File: src/rtl/id_scoreboard_pkg.sv
// Shared widths and types for the ID-stage register scoreboard.
// Optional WB bypass is enabled by defining SB_WB_BYPASS_EN.
package id_scoreboard_pkg;

    localparam int unsigned REG_NUM = 32;
    localparam int unsigned CNT_WD  = 2;
    localparam int unsigned AW      = $clog2(REG_NUM);

    typedef logic [AW-1:0]     reg_addr_t;
    typedef logic [CNT_WD-1:0] cnt_t;

    localparam cnt_t CNT_MAX = {CNT_WD{1'b1}};

endpackage

File: src/rtl/id_scoreboard_if.sv
// ID decode / WB writeback / interlock bundle between ID_stage and the scoreboard.
interface id_scoreboard_if;
    import id_scoreboard_pkg::*;

    logic                id_valid;
    logic                id_rs1_en;
    reg_addr_t           id_rs1;
    logic                id_rs2_en;
    reg_addr_t           id_rs2;
    logic                id_rd_en;
    reg_addr_t           id_rd;
    logic                exe_allow_in;
    logic                wb_w_en;
    reg_addr_t           wb_w_addr;
    logic                pipe_flush;
    logic                id_ready_go;
    logic                id_issue;
    logic [REG_NUM-1:0]  busy_vec;
    logic                sb_err;
    logic                id_fwd1;
    logic                id_fwd2;

    modport master (
        output id_valid, id_rs1_en, id_rs1, id_rs2_en, id_rs2, id_rd_en, id_rd,
               exe_allow_in, wb_w_en, wb_w_addr, pipe_flush,
        input  id_ready_go, id_issue, busy_vec, sb_err, id_fwd1, id_fwd2
    );

    modport slave (
        input  id_valid, id_rs1_en, id_rs1, id_rs2_en, id_rs2, id_rd_en, id_rd,
               exe_allow_in, wb_w_en, wb_w_addr, pipe_flush,
        output id_ready_go, id_issue, busy_vec, sb_err, id_fwd1, id_fwd2
    );

endinterface

File: src/rtl/id_scoreboard_sb_reg_cnt.sv
// One pending-writer counter: up on issue, down on retire, cleared by flush.
module id_scoreboard_sb_reg_cnt
    import id_scoreboard_pkg::*;
(
    input  logic clk,
    input  logic reset,
    input  logic inc,
    input  logic dec,
    input  logic clr,
    output cnt_t cnt,
    output logic underflow
);

    cnt_t cnt_q, cnt_d;

    // Flush wins; simultaneous inc/dec cancel; retire on empty flags underflow.
    always_comb begin
        cnt_d     = cnt_q;
        underflow = 1'b0;
        if (clr) begin
            cnt_d = '0;
        end else if (inc && !dec) begin
            if (cnt_q != CNT_MAX) cnt_d = cnt_q + CNT_WD'(1);
        end else if (dec && !inc) begin
            if (cnt_q == '0) underflow = 1'b1;
            else             cnt_d     = cnt_q - CNT_WD'(1);
        end
    end

    always_ff @(posedge clk or negedge reset) begin
        if (!reset) cnt_q <= '0;
        else        cnt_q <= cnt_d;
    end

    assign cnt = cnt_q;

endmodule

File: src/rtl/id_scoreboard.sv
// ID-stage RAW/WAW interlock: per-GPR pending-writer counters gate id_ready_go.
// Define SB_WB_BYPASS_EN to let a source retiring this cycle bypass from WB.
module id_scoreboard
    import id_scoreboard_pkg::*;
(
    input  logic     clk,
    input  logic     reset,
    id_scoreboard_if.slave sb
);

    cnt_t               cnt [REG_NUM];
    logic [REG_NUM-1:0] uflow;
    logic [REG_NUM-1:0] busy;
    logic               sb_err_q, sb_err_d;
    logic               ready_go, issue;
    logic               byp1, byp2, haz1, haz2, waw_full;
    cnt_t               c1, c2, cd;

    assign cnt[0]   = '0;
    assign uflow[0] = 1'b0;
    assign busy[0]  = 1'b0;

    for (genvar i = 1; i < REG_NUM; i++) begin : g_cnt
        logic inc_i, dec_i;
        assign inc_i = issue && sb.id_rd_en && (sb.id_rd == AW'(i));
        assign dec_i = sb.wb_w_en && (sb.wb_w_addr == AW'(i));

        id_scoreboard_sb_reg_cnt u_cnt (
            .clk       (clk),
            .reset     (reset),
            .inc       (inc_i),
            .dec       (dec_i),
            .clr       (sb.pipe_flush),
            .cnt       (cnt[i]),
            .underflow (uflow[i])
        );

        assign busy[i] = (cnt[i] != '0);
    end

    // Hazard compare against registered counters; zero-cycle path to ready_go.
    always_comb begin
        c1 = cnt[sb.id_rs1];
        c2 = cnt[sb.id_rs2];
        cd = cnt[sb.id_rd];
`ifdef SB_WB_BYPASS_EN
        byp1 = sb.wb_w_en && (sb.wb_w_addr == sb.id_rs1) && (c1 == CNT_WD'(1));
        byp2 = sb.wb_w_en && (sb.wb_w_addr == sb.id_rs2) && (c2 == CNT_WD'(1));
`else
        byp1 = 1'b0;
        byp2 = 1'b0;
`endif
        haz1     = sb.id_rs1_en && (sb.id_rs1 != '0) && (c1 != '0) && !byp1;
        haz2     = sb.id_rs2_en && (sb.id_rs2 != '0) && (c2 != '0) && !byp2;
        waw_full = sb.id_rd_en  && (sb.id_rd  != '0) && (cd == CNT_MAX);
        ready_go = !(haz1 || haz2 || waw_full);
        issue    = sb.id_valid && ready_go && sb.exe_allow_in;
        sb_err_d = sb_err_q || (|uflow);
    end

    always_ff @(posedge clk or negedge reset) begin
        if (!reset) sb_err_q <= 1'b0;
        else        sb_err_q <= sb_err_d;
    end

    assign sb.id_ready_go = ready_go;
    assign sb.id_issue    = issue;
    assign sb.busy_vec    = busy;
    assign sb.sb_err      = sb_err_q;
    assign sb.id_fwd1     = sb.id_rs1_en && (sb.id_rs1 != '0) && byp1;
    assign sb.id_fwd2     = sb.id_rs2_en && (sb.id_rs2 != '0) && byp2;

endmodule
File: src/flat_wrapper.sv
// flat-port wrapper written by rule: the top's interface ports become plain ports
module id_scoreboard_flat import id_scoreboard_pkg::*;
  (clk, reset, sb_id_valid, sb_id_rs1_en, sb_id_rs1, sb_id_rs2_en, sb_id_rs2, sb_id_rd_en, sb_id_rd, sb_exe_allow_in, sb_wb_w_en, sb_wb_w_addr, sb_pipe_flush, sb_id_ready_go, sb_id_issue, sb_busy_vec, sb_sb_err, sb_id_fwd1, sb_id_fwd2);
  id_scoreboard_if sb_i ();
  input  logic clk;
  input  logic reset;
  input wire logic [$bits(sb_i.id_valid)-1:0] sb_id_valid;
  input wire logic [$bits(sb_i.id_rs1_en)-1:0] sb_id_rs1_en;
  input wire logic [$bits(sb_i.id_rs1)-1:0] sb_id_rs1;
  input wire logic [$bits(sb_i.id_rs2_en)-1:0] sb_id_rs2_en;
  input wire logic [$bits(sb_i.id_rs2)-1:0] sb_id_rs2;
  input wire logic [$bits(sb_i.id_rd_en)-1:0] sb_id_rd_en;
  input wire logic [$bits(sb_i.id_rd)-1:0] sb_id_rd;
  input wire logic [$bits(sb_i.exe_allow_in)-1:0] sb_exe_allow_in;
  input wire logic [$bits(sb_i.wb_w_en)-1:0] sb_wb_w_en;
  input wire logic [$bits(sb_i.wb_w_addr)-1:0] sb_wb_w_addr;
  input wire logic [$bits(sb_i.pipe_flush)-1:0] sb_pipe_flush;
  output wire logic [$bits(sb_i.id_ready_go)-1:0] sb_id_ready_go;
  output wire logic [$bits(sb_i.id_issue)-1:0] sb_id_issue;
  output wire logic [$bits(sb_i.busy_vec)-1:0] sb_busy_vec;
  output wire logic [$bits(sb_i.sb_err)-1:0] sb_sb_err;
  output wire logic [$bits(sb_i.id_fwd1)-1:0] sb_id_fwd1;
  output wire logic [$bits(sb_i.id_fwd2)-1:0] sb_id_fwd2;
  assign sb_i.id_valid = sb_id_valid;
  assign sb_i.id_rs1_en = sb_id_rs1_en;
  assign sb_i.id_rs1 = sb_id_rs1;
  assign sb_i.id_rs2_en = sb_id_rs2_en;
  assign sb_i.id_rs2 = sb_id_rs2;
  assign sb_i.id_rd_en = sb_id_rd_en;
  assign sb_i.id_rd = sb_id_rd;
  assign sb_i.exe_allow_in = sb_exe_allow_in;
  assign sb_i.wb_w_en = sb_wb_w_en;
  assign sb_i.wb_w_addr = sb_wb_w_addr;
  assign sb_i.pipe_flush = sb_pipe_flush;
  assign sb_id_ready_go = sb_i.id_ready_go;
  assign sb_id_issue = sb_i.id_issue;
  assign sb_busy_vec = sb_i.busy_vec;
  assign sb_sb_err = sb_i.sb_err;
  assign sb_id_fwd1 = sb_i.id_fwd1;
  assign sb_id_fwd2 = sb_i.id_fwd2;
  id_scoreboard u_core (.clk(clk), .reset(reset), .sb(sb_i));
endmodule
File: config.mk
export PLATFORM = sky130hd
export DESIGN_NAME = id_scoreboard_flat
export DESIGN_NICKNAME = d
export VERILOG_FILES = /design/src/rtl/id_scoreboard_pkg.sv /design/src/rtl/id_scoreboard_if.sv /design/src/rtl/id_scoreboard_sb_reg_cnt.sv /design/src/rtl/id_scoreboard.sv /design/src/flat_wrapper.sv
export SDC_FILE = /design/constraint.sdc
export NUM_CORES = 1
export LEC_CHECK = 0
export BUFFER_PORTS_ARGS = -buffer_cell sky130_fd_sc_hd__buf_2
export CORE_ASPECT_RATIO = 0.7
export CORE_MARGIN = 5
export CORE_UTILIZATION = 40
export CTS_CLUSTER_SIZE = 25
export DETAILED_ROUTE_END_ITERATION = 7
export MAX_ROUTING_LAYER = met4
export PLACE_DENSITY_LB_ADDON = 0.08
export SLEW_MARGIN = 20
export SYNTH_ARGS = -nofsm -noshare
export SYNTH_HDL_FRONTEND = slang
export SYNTH_SLANG_ARGS = --single-unit
File: constraint.sdc
create_clock -name clk -period 4.4 [get_ports clk]
set_clock_uncertainty 0.1 [all_clocks]
set_input_delay 0.66 -clock clk [delete_from_list [all_inputs] [get_ports clk]]
set_output_delay 0.66 -clock clk [all_outputs]
set_load 0.005 [all_outputs]
==> impl_summary.md <==
Worst setup path
STA classifies the critical path startpoint as an input pin. Of all nets on the critical path, the largest fanout is 17. For this run, the slowest stage of the critical path takes 490 ps. The setup path with the least slack is of type in -> out.

The critical path's slowest cell is mux4_2. Among the stages of the critical path, the cell type that occurs most often is buf_2. The worst setup path is captured at a primary output. At the worst endpoint, the required time is between 3000 and 4000 ps.

Data arrives at the worst endpoint at 3200 ps. Walking the worst path, the cells encountered are buf_2 > mux2_2 > mux4_2 > a211o_1 > o311ai_4 > o211ai_2 > buf_4 > nor2_1 > buf_2.

Synth
The gate count of the mapped netlist is 754. By area the synthesized netlist is led by dfrtp_1, nor2_1, a21oi_1, a211oi_1, nor3_1. The count of warnings emitted by yosys is 0. Summing every instance area after synthesis gives approximately 5700 sq um. Of the post-synthesis cell area, the dominant cell type holds 27.6%. The flip-flop cell with the highest count after synthesis is dfrtp_1. The largest total area in the synthesized netlist belongs to dfrtp_1.

Of all flip-flops after synthesis, the portion carrying an async set or reset was 100%. The unique cell type count in the Yosys netlist is 73. The mean area per synthesized cell is 7.58 sq um. The leading cell type by number of instances after synthesis is nor2_1. After synthesis, flip-flops and latches occupy about 28% of the total area.

The register bit total from synthesis is 63. The number of enable flip-flop cells after synthesis is 0. In the synthesized netlist, the cells that appear most often are nor2_1, dfrtp_1, a21oi_1.

Final layout
The area growth from synthesis to layout is 15.7%. At the end of the flow, the number of nets in the layout was 845. The ratio of cells with drive above 1 in the final layout is 19.2%. The repair_antennas step left the layout with diodes totalling 0. The number of standard cells in the layout, taps in and fillers out is 1011.

Floorplan
The horizontal die dimension is about 150 microns. The number of primary I/O pins is 66. The region available for standard cell placement spans ~14000 sq um. The vertical die dimension is 110 microns. Once the floorplan was initialized, standard cells occupied 40.9% of the core. The die covers between 15000 and 20000 sq um. In this run the core area contains 36 standard-cell rows.

Clocking
The number of hold buffers added after CTS is 0. The clock slew at the register clock pins of the worst setup and hold paths is about 50 ps. In this run the deepest clock path goes through 2 buffers. The buffer type at the clock tree root is clkbuf_16. The number of CTS-inserted buffers is 9. The number of gates resized after cts is 0.

The H-tree was split into 3 levels. CTS saw 63 sinks. The later pin in the worst-skew pair is clocked with a latency of 340 ps. The post-CTS setup buffer count is 0. The clock tree from TritonCTS is done.

Outcome
The flow ran to the end, and the final reports show no timing, DRC or antenna violations.

Place
Timing analysis after detailed placement gives a worst setup slack of about 220 ps. During placement, the flow inserted port buffers numbering a little over 60. The number of cells in the design after placement is 995.

After legalization and detailed placement, the total HPWL measured roughly 19000 microns. At the end of routability-driven placement, the weighted congestion stood at between 1 and 1.5.

Timing
The total setup violations reported at the end of the flow is 0. Dividing the final minimum period by the clock period gives 90.0%. The final-report max-slew violation count is 0. The minimum hold slack is about 250 ps.

For the pin with the worst max-slew slack, the measured transition is ~1100 ps. The routed design could run at a clock period as short as 3960 ps. Setup slack on the critical path of the routed design comes to 440 ps. The headroom to the max-slew limit is 23.4%. The upper clock frequency limit is 253 MHz. The final total negative setup slack is 0 ps.

The number of failing hold endpoints at the final stage came to 0. Setup repair after global routing left no endpoint under its margin.

Pwr
For this design the ratio of total power to cell area is roughly 250 nW/um^2. The maximum VDD drop is 0.177 mV. The overall power of the completed layout is 1.65 mW. The leakage power figure is 2.86 nW.

Global route
The overflow left after global routing is 0. Entering global routing, the biggest net connects 36 pins. The number of antenna violations at the first check in global routing came to 0. Global routing consumed, over all layers together, 29.2% of the routing resources. The via count of the first global-routing pass is approximately 5900. The first global-routing pass estimated 36000 microns of wire.

Route
The number of antenna-violating nets in the routed design is 0. In the routed layout, each cell is associated on average with a via count of approximately 6.3. The total number of vias is 6394. After detailed routing, the average wire length per cell comes to 23.5 microns.

The detailed router finished its first iteration with approximately 740 violations. The number of detailed-route iterations in the first pass is 5. The total routed wirelength is 23800 microns.

For this run, design rule violations remaining after detail routing come to 0.

Worst hold path
The path category of the worst min-delay check is in -> async.

Run
The reported max-cap violation count is 0.
logic make-up (layout without fill, tap and decap cells):
kind of cell	Yosys count	after routing	share of synthesized area, %
DFF	63	63	27.6
other	1	3	0.0656
buffers and inverters	67	132	5.04
xor gates and xnor gates	3	3	0.460
AOI/OAI and AO/OA	230	230	26.5
muxes	27	27	7.10
and+or+nand+nor	363	363	33.2
registers in the layout (all words and copies together) (netlist names):
register and cells:
u_core.sb.sb_err 1, u_core.g_cnt.u_cnt.cnt 62
cells in the final DEF, fill, tap and decap left out, drive strengths merged, types with 26 or more instances in the layout:
| cell | instances |
|---|---|
| nand2 | 49 |
| inv | 29 |
| buf | 87 |
| a211oi | 33 |
| a21oi | 58 |
| nor3 | 55 |
| or2 | 26 |
| o21ai | 56 |
| dfrtp | 63 |
| nor2 | 108 |
worst paths after layout:
check | end | depth (start not counted) | slack (ps) | startpoint
min in group clk | u_core.sb.sb_err | 2 | 480 | u_core.sb.sb_err
hold reg to reg | u_core.sb.sb_err | 2 | 480 | u_core.sb.sb_err
setup reg to reg | u_core.sb.sb_err | 11 | 560 | u_core.g_cnt[30].u_cnt.cnt[1]
hold / removal | u_core.g_cnt[29].u_cnt.cnt[0] | 1 | 250 | reset
setup / recovery | sb_id_issue | 9 | 440 | sb_id_rs1[0]
max in group asynchronous | u_core.g_cnt[10].u_cnt.cnt[1] | 2 | 3010 | reset
power by group:
part / total [mW] / internal [mW] / switching (mW)
sequential: 0.591 / 0.585 / 0.00622
combinational: 0.258 / 0.0776 / 0.180
clock: 0.803 / 0.526 / 0.278
worst max-delay path, delay by kind of cell:
kind	cells	cell delay [ps]
buf+inv	3	760
compound gates	3	790
mux	2	880
simple gates	1	90
final cells by class:
cell class              instances  area [sq um]
multi-input cells             626          3860
fillers                      1436          7350
inverters                      29           109
flip-flops and latches         63          1580
repair buffers                 87           498
well taps                     190           238
clock buffers                  11           253
clock inverters                 5          80.1
per-stage QoR:
stage	instance area (sq um)	util, %
2_1_floorplan	5720	-
3_3_place_gp	6280	45.0
3_5_place_dp	6280	45.0
4_1_cts	6610	47.3
5_1_grt	6610	47.3
6_report	6610	47.3
routing by layer:
metal / global-route usage (%) / up-vias / part of all wire (%) / wire, microns
li1: - / 2899 / - / -
met1: 41.7 / 3067 / 46 / 11000
met2: 40.6 / 377 / 39 / 9360
met3: 8.54 / 51 / 12 / 2900
met4: 7.37 / 0 / 2.4 / 561
met5: - / - / 0 / 0
No activity file was read; power rests on OpenSTA's default activity.
